File: src/rtl/exe_result_buffer_pkg.sv
// Shared execute-stage defines: default field widths and execution-flag bit positions.
package exe_result_buffer_pkg;

    localparam int SIZE_DATA         = 32;
    localparam int SIZE_PHYSICAL_LOG = 6;
    localparam int EXECUTION_FLAGS   = 6;

    localparam int FLAG_EXC_BIT      = 1;
    localparam int FLAG_EXECUTED_BIT = 2;

endpackage

File: src/rtl/exe_result_fifo_mem.sv
// Result storage: DEPTH x WIDTH register array, one synchronous write port, one async read port.
module exe_result_fifo_mem #(
    parameter int DEPTH = 4,
    parameter int WIDTH = 44,
    parameter int AW    = $clog2(DEPTH)
) (
    input  logic             clk,
    input  logic             we_i,
    input  logic [AW-1:0]    waddr_i,
    input  logic [WIDTH-1:0] wdata_i,
    input  logic [AW-1:0]    raddr_i,
    output logic [WIDTH-1:0] rdata_o
);

    // Contents are deliberately not reset; the control logic masks them while empty.
    logic [WIDTH-1:0] mem_q [DEPTH];

    always_ff @(posedge clk) begin
        if (we_i) begin
            mem_q[waddr_i] <= wdata_i;
        end
    end

    assign rdata_o = mem_q[raddr_i];

endmodule

File: src/rtl/exe_result_buffer.sv
// Execute-to-writeback result FIFO with flush, occupancy count and head exception flag.
module exe_result_buffer
    import exe_result_buffer_pkg::*;
#(
    parameter int DEPTH   = 4,
    parameter int DATA_W  = SIZE_DATA,
    parameter int TAG_W   = SIZE_PHYSICAL_LOG,
    parameter int FLAGS_W = EXECUTION_FLAGS
) (
    input  logic                       clk,
    input  logic                       reset,
    input  logic                       flush_i,
    input  logic                       valid_i,
    input  logic [DATA_W-1:0]          result_i,
    input  logic [FLAGS_W-1:0]         flags_i,
    input  logic [TAG_W-1:0]           tag_i,
    output logic                       ready_o,
    output logic                       wb_valid_o,
    output logic [DATA_W-1:0]          wb_data_o,
    output logic [FLAGS_W-1:0]         wb_flags_o,
    output logic [TAG_W-1:0]           wb_tag_o,
    input  logic                       wb_ready_i,
    output logic                       exc_o,
    output logic [$clog2(DEPTH):0]     count_o
);

    localparam int AW = $clog2(DEPTH);
    localparam int CW = AW + 1;
    localparam int EW = DATA_W + FLAGS_W + TAG_W;

    // Handshake: a transfer happens on a rising edge when valid and ready are both high
    // and flush_i is low; ready_o and wb_valid_o depend only on registered occupancy.
    logic [CW-1:0] count_q, count_d;
    logic [AW-1:0] wr_ptr_q, wr_ptr_d;
    logic [AW-1:0] rd_ptr_q, rd_ptr_d;
    logic          push, pop;
    logic [EW-1:0] rd_entry;

    assign ready_o    = (count_q < CW'(DEPTH));
    assign wb_valid_o = (count_q != '0);
    assign push       = valid_i && ready_o && !flush_i;
    assign pop        = wb_valid_o && wb_ready_i && !flush_i;

    always_comb begin
        count_d  = count_q;
        wr_ptr_d = wr_ptr_q;
        rd_ptr_d = rd_ptr_q;
        if (flush_i) begin
            count_d  = '0;
            wr_ptr_d = '0;
            rd_ptr_d = '0;
        end else begin
            if (push) begin
                wr_ptr_d = wr_ptr_q + AW'(1);
            end
            if (pop) begin
                rd_ptr_d = rd_ptr_q + AW'(1);
            end
            if (push && !pop) begin
                count_d = count_q + CW'(1);
            end else if (pop && !push) begin
                count_d = count_q - CW'(1);
            end
        end
    end

    always_ff @(posedge clk or negedge reset) begin
        if (!reset) begin
            count_q  <= '0;
            wr_ptr_q <= '0;
            rd_ptr_q <= '0;
        end else begin
            count_q  <= count_d;
            wr_ptr_q <= wr_ptr_d;
            rd_ptr_q <= rd_ptr_d;
        end
    end

    exe_result_fifo_mem #(
        .DEPTH (DEPTH),
        .WIDTH (EW),
        .AW    (AW)
    ) u_mem (
        .clk     (clk),
        .we_i    (push),
        .waddr_i (wr_ptr_q),
        .wdata_i ({result_i, flags_i, tag_i}),
        .raddr_i (rd_ptr_q),
        .rdata_o (rd_entry)
    );

    // Stale array contents must never leak out while the buffer is empty.
    always_comb begin
        wb_data_o  = '0;
        wb_flags_o = '0;
        wb_tag_o   = '0;
        if (wb_valid_o) begin
            {wb_data_o, wb_flags_o, wb_tag_o} = rd_entry;
        end
    end

    assign exc_o   = wb_valid_o && wb_flags_o[FLAG_EXC_BIT];
    assign count_o = count_q;

endmodule
File: config.mk
export PLATFORM = sky130hd
export DESIGN_NAME = exe_result_buffer
export DESIGN_NICKNAME = d
export VERILOG_FILES = /design/src/rtl/exe_result_buffer_pkg.sv /design/src/rtl/exe_result_fifo_mem.sv /design/src/rtl/exe_result_buffer.sv
export SDC_FILE = /design/constraint.sdc
export NUM_CORES = 1
export LEC_CHECK = 0
export BUFFER_PORTS_ARGS = -buffer_cell sky130_fd_sc_hd__buf_2
export CELL_PAD_IN_SITES_DETAIL_PLACEMENT = 0
export CELL_PAD_IN_SITES_GLOBAL_PLACEMENT = 1
export CORE_UTILIZATION = 53
export CTS_CLUSTER_DIAMETER = 40
export DETAILED_ROUTE_END_ITERATION = 8
export PLACE_DENSITY = 0.83
export SKIP_LAST_GASP = 1
export SYNTH_ARGS = -nofsm -noshare
export SYNTH_HDL_FRONTEND = slang
export SYNTH_SLANG_ARGS = --single-unit
File: constraint.sdc
create_clock -name clk -period 4.22 [get_ports clk]
set_input_delay 0.211 -clock clk [delete_from_list [all_inputs] [get_ports clk]]
set_output_delay 0.211 -clock clk [all_outputs]
set_load 0.005 [all_outputs]
-- Word level (Yosys, flattened, before mapping)
Memory sizes are Yosys's and may differ from the RTL's.
Cells that the tools add are included.
- input bits: 49
- memories kept: 1
- RAM bits: 176
- word-level logic and storage cells: 35
- flip-flop bits (word level): 7
- output and inout bits: 50
- magnitude comparators: 1
- reductions and logical operators: 14
- $add $sub $neg: 4
- mux-type cells: 12
- memory list (memory ; words ; width ; rd ports ; clocked after memory_dff ; wr ports ; line ; RTL):
    u_mem.mem_q ; 4 ; 44 ; 1 ; 0 ; 1 ; exe_result_fifo_mem.sv:16 ; logic [WIDTH-1:0] mem_q [DEPTH];
- operators by type and width (kind ; number):
    32-bit 2-to-1 mux ; 1
    6-bit 2-to-1 mux ; 2
    3-bit 2-to-1 mux ; 3
    2-bit 2-to-1 mux ; 4
    1-bit logical AND ; 7
    3-bit nonzero test ; 2
    2-bit by 1-bit adder with 2-bit output (second input constant) ; 2
    2-bit nonzero test ; 2
    3-bit by 1-bit adder with 3-bit output (second input constant) ; 1
    1-bit zero test ; 3
    3-bit < comparator (second input constant) ; 1
    3-bit by 1-bit subtractor with 3-bit output (second input constant) ; 1
    1-bit 2-to-1 mux ; 2

-- Longest topological paths before layout
- depth after elaboration: 8
- gate-level depth with buffers: 8
- mapped depth without buffers: 7

-- Cells and area by module
From an unflattened synthesis, not the netlist that was laid out.
- cell total of the unflattened synthesis: 333
- area, all modules: 7272.0 um2
- modules (own cells, without submodules) (module ; area an instance (um2) ; instances ; seq. area each (um2) ; cells each):
    exe_result_fifo_mem ; 6438.7 ; 1 ; 5285.1 ; 234
    exe_result_buffer ; 833.3 ; 1 ; 175.2 ; 99

-- Worst setup path before layout
No wires, ideal clock.
- kind: flip-flop to flip-flop
- from: register count_q[2] (netlist: count_o[2])
- to: memory u_mem.mem_q[0][0] (enable)
- clock period less this slack: 2378 ps
- setup time: 406 ps
- data arrival time: 1973 ps
- stages on the path, launching flop included: 5
- required time: 3814 ps
- path buffers: 1
- path slack: 1842 ps
- path through: dfrtp_1 nor2b_1 buf_4 nor2b_1 and2_1
- word-level cells in the longest chain between the ends: 5
- ends and longest elaborated chain (element ; line ; RTL):
    start, declared ; exe_result_buffer.sv:33 ; logic [CW-1:0] count_q, count_d;
    start signal, assigned ; exe_result_buffer.sv:73 ; count_q <= count_d;
    3-bit < comparator ; exe_result_buffer.sv:39 ; assign ready_o = (count_q < CW'(DEPTH));
    1-bit logical AND (2 in a row) ; exe_result_buffer.sv:41 ; assign push = valid_i && ready_o && !flush_i;
    1-bit 2-to-1 mux ; exe_result_fifo_mem.sv:19 ; if (we_i) begin
    1-bit 2-to-1 mux (implied by the code) ; exe_result_fifo_mem.sv:20 ; mem_q[waddr_i] <= wdata_i;
    end, declared ; exe_result_fifo_mem.sv:16 ;
No other way between the ends.

-- Final worst setup path
- from: register rd_ptr_q[0]
- to: output wb_data_o[3]
- word-level cells in the longest chain between the ends: 2
- ends and longest elaborated chain (element ; line ; RTL):
    start, declared ; exe_result_buffer.sv:35 ; logic [AW-1:0] rd_ptr_q, rd_ptr_d;
    start signal, assigned ; exe_result_buffer.sv:75 ; rd_ptr_q <= rd_ptr_d;
    memory read 4 x 44 bit ; -- ;
    32-bit 2-to-1 mux ; exe_result_buffer.sv:97 ; if (wb_valid_o) begin
    end, declared ; exe_result_buffer.sv:19 ; output logic [DATA_W-1:0] wb_data_o,
No other way between the ends.

==> run metrics <==
Via density 5.35; Internal 0.00364 W; Net Sw Power ~0.0012 W; setup_tns 0 ns; CTS tree done; maximum VDD drop roughly 0.32 mV; CP arrival 2.42 ns; synth warn 0; die width 119 um; CP Launch Type register; antenna cells 0; port bufs 98; core area around 13,000 um2; clk_lat worst skew 0.42 ns; Sw Share 0.245; sequential area share after synthesis 0.758; EDFF count, synth roughly 180; Syn Std Cell Area 7210 um2; Worst Setup End Kind primary output; clk sink count around 180; # DRC 0; Worst EP required between 4 and 5 ns; fin crit share 0.623; Power Density 553 nW/um2; first-pass GRT wire length 20.1 mm; drt initial violations between 200 and 300; Row Count 42; Post-Synth Simple-Gate Area 0.0562; mux cell area share after synthesis 0.137; Max Root-Sink Buffers 2; Routed Antenna Nets 0; Post-CTS Setup Repair Bufs 0; setup ws final ~1.6 ns; reported leakage power 3.03 nW; Synth Area in XOR/XNOR 0.00729; Compound-Gate Fraction of Synth Area 0.0106; Crit Path Max Fanout 46; Placer Congestion 0.772; Area Growth Syn to Fin 20.9%; largest family of logic cells by synthesized area multiplexers; Hold Vio Cnt, Final 0; unrepaired setup endpoints after global routing no; ratio of cells with drive above 1 in the final layout 0.385; Die H 119 um; largest net degree at the start of global routing 48; cell taking the most area after synthesis edfxtp_1; router iterations before antenna repair 5; fin crit period 2.63 ns; Max-Cap Viols 0; clock-pin transition on the worst setup and hold timing paths 0.06 ns; clk root buf clkbuf_16; Fmax 380 MHz; Initial Util 0.544; vias after detailed routing 3,511; clock skew 0.00791 ns; Syn Inst Count 337; Rel. slew slack 0.200; clock share of power 0.333; fin nets 521; Worst Hold Class input port to register; status finished, final reports clean; Synth top cells by count 176 x edfxtp_1, 49 x and2_1, 44 x mux4_2, 8 x nor2_1; Top Ports 99; Main synth FF type edfxtp_1; critical path class register to primary output; Seq pwr share 0.468; pre-CTS setup slack 1.59 ns; initial antenna violation count 0; Post-DP HPWL approximately 7.5 mm; Post-Synth Adder-Cell Area 0.00972; syn_nets 391; Slew @ Worst Pin 1.20 ns; routed length per instance 19.4 um; most common cell in the synthesized netlist edfxtp_1; syn_area_per_cell 21.4 um2; top post-synthesis cells by area edfxtp_1 73%, mux4_2 14%, and2_1 4.3%; count of different cell masters after synthesis 29; DIE AREA 14,100 um2; Max Slew Vio Count 0; number of global-route vias before repair 3,768; area share of the leading cell type in the synthesized netlist 0.733; GR Overflow Total 0; Comb pwr share 0.198; Max H-tree Level 4; Seq cells post-synth 183; Total GRT Usage 0.198; setup violators final 0; total CTS buffers 17; Post-synth ARST share 0.0383; Final Routed Wirelength 12.7 mm
-- area by class of cell --
type | instances | area, um2
Clock buffer | 17 | 425
Clock inverter | 15 | 183
Fill cell | 914 | 4530
Inverter | 5 | 18.8
Multi-Input combinational cell | 130 | 1600
Sequential cell | 183 | 5470
Tap cell | 176 | 220
Timing Repair Buffer | 130 | 803
-- worst paths after layout --
check	start	to	slack, ns	cells after the start
max	rd_ptr_q[0]$_DFFE_PN0P_	wb_data_o[3]	1.59	3
min	result_i[16]	u_mem.mem_q[3][28]$_DFFE_PP_	0.02	1
max reg2reg	count_o[2]$_DFFE_PN0P_	u_mem.mem_q[1][6]$_DFFE_PP_	1.66	4
min reg2reg	count_o[2]$_DFFE_PN0P_	count_o[0]$_DFFE_PN0P_	0.62	2
max in group asynchronous	reset	rd_ptr_q[0]$_DFFE_PN0P_	3.88	2
min in group asynchronous	reset	count_o[2]$_DFFE_PN0P_	0.16	2
-- layout by cell type, fill, tap and decap left out, drive strengths merged, types with 6 or more instances in the layout --
cell type,synthesis,layout
clkbuf,4,17
edfxtp,176,176
inv,5,6
dlygate4sd3,0,29
buf,15,101
and2,49,49
dfrtp,7,7
mux4,44,44
nor2,8,8
clkinv,0,9
-- repair_timing --
action,CTS,global route
hold buffers,28,1
hold endpoints to repair,105,4
gates resized for setup,0,0
-- through the flow --
stage | utilization | instances | hold WS (ns) | area, um2 | total power, W
finish | 0.658 | 656 | 0.0205 | 8720 | 0.00482
global placement | 0.590 | 595 | 0.0521 | 7820 | 0.00324
CTS | 0.657 | 655 | 0.000336 | 8710 | 0.00489
detailed placement | 0.590 | 595 | 0.0558 | 7820 | 0.00326
global route | 0.658 | 656 | 0.00257 | 8720 | 0.00505
floorplan | - | 337 | -0.0846 | 7210 | 0.00292
-- worst max-delay path: stages (launching register included) --
cell and delay (ns):
dfrtp_4 1.02, mux4_2 0.63, and2_1 0.19, buf_2 0.13
-- power by group through the flow --
stage	clock, W	sequential (W)	combinational (W)
2_1_floorplan	0	0.00217	0.000745
3_3_place_gp	0	0.00230	0.000944
3_5_place_dp	0	0.00230	0.000958
4_1_cts	0.00164	0.00227	0.000982
5_1_grt	0.00171	0.00228	0.00106
6_report	0.00161	0.00226	0.000957
-- registers in the layout (all words and copies together) (netlist names) --
register     flops
count_o          3
rd_ptr_q         2
u_mem.mem_q    176
wr_ptr_q         2
-- cell families (layout without fill, tap and decap cells) --
family | after synthesis | count (layout)
fa+ha+maj | 5 | 5
buf+inv | 24 | 167
mux | 44 | 44
simple gates | 66 | 66
xor+xnor | 6 | 6
compound gates | 9 | 9
flops | 183 | 183
-- per-layer routing --
metal / up-vias / wire length, um / global-route usage
met3: 4 / 729 / 0.0545
met1: 1792 / 5030 / 0.250
met5: - / 0 / 0
met4: 0 / 84 / 0.0625
li1: 1601 / - / -
met2: 114 / 6860 / 0.334
Note: power is estimated with default switching activity, not from simulation.
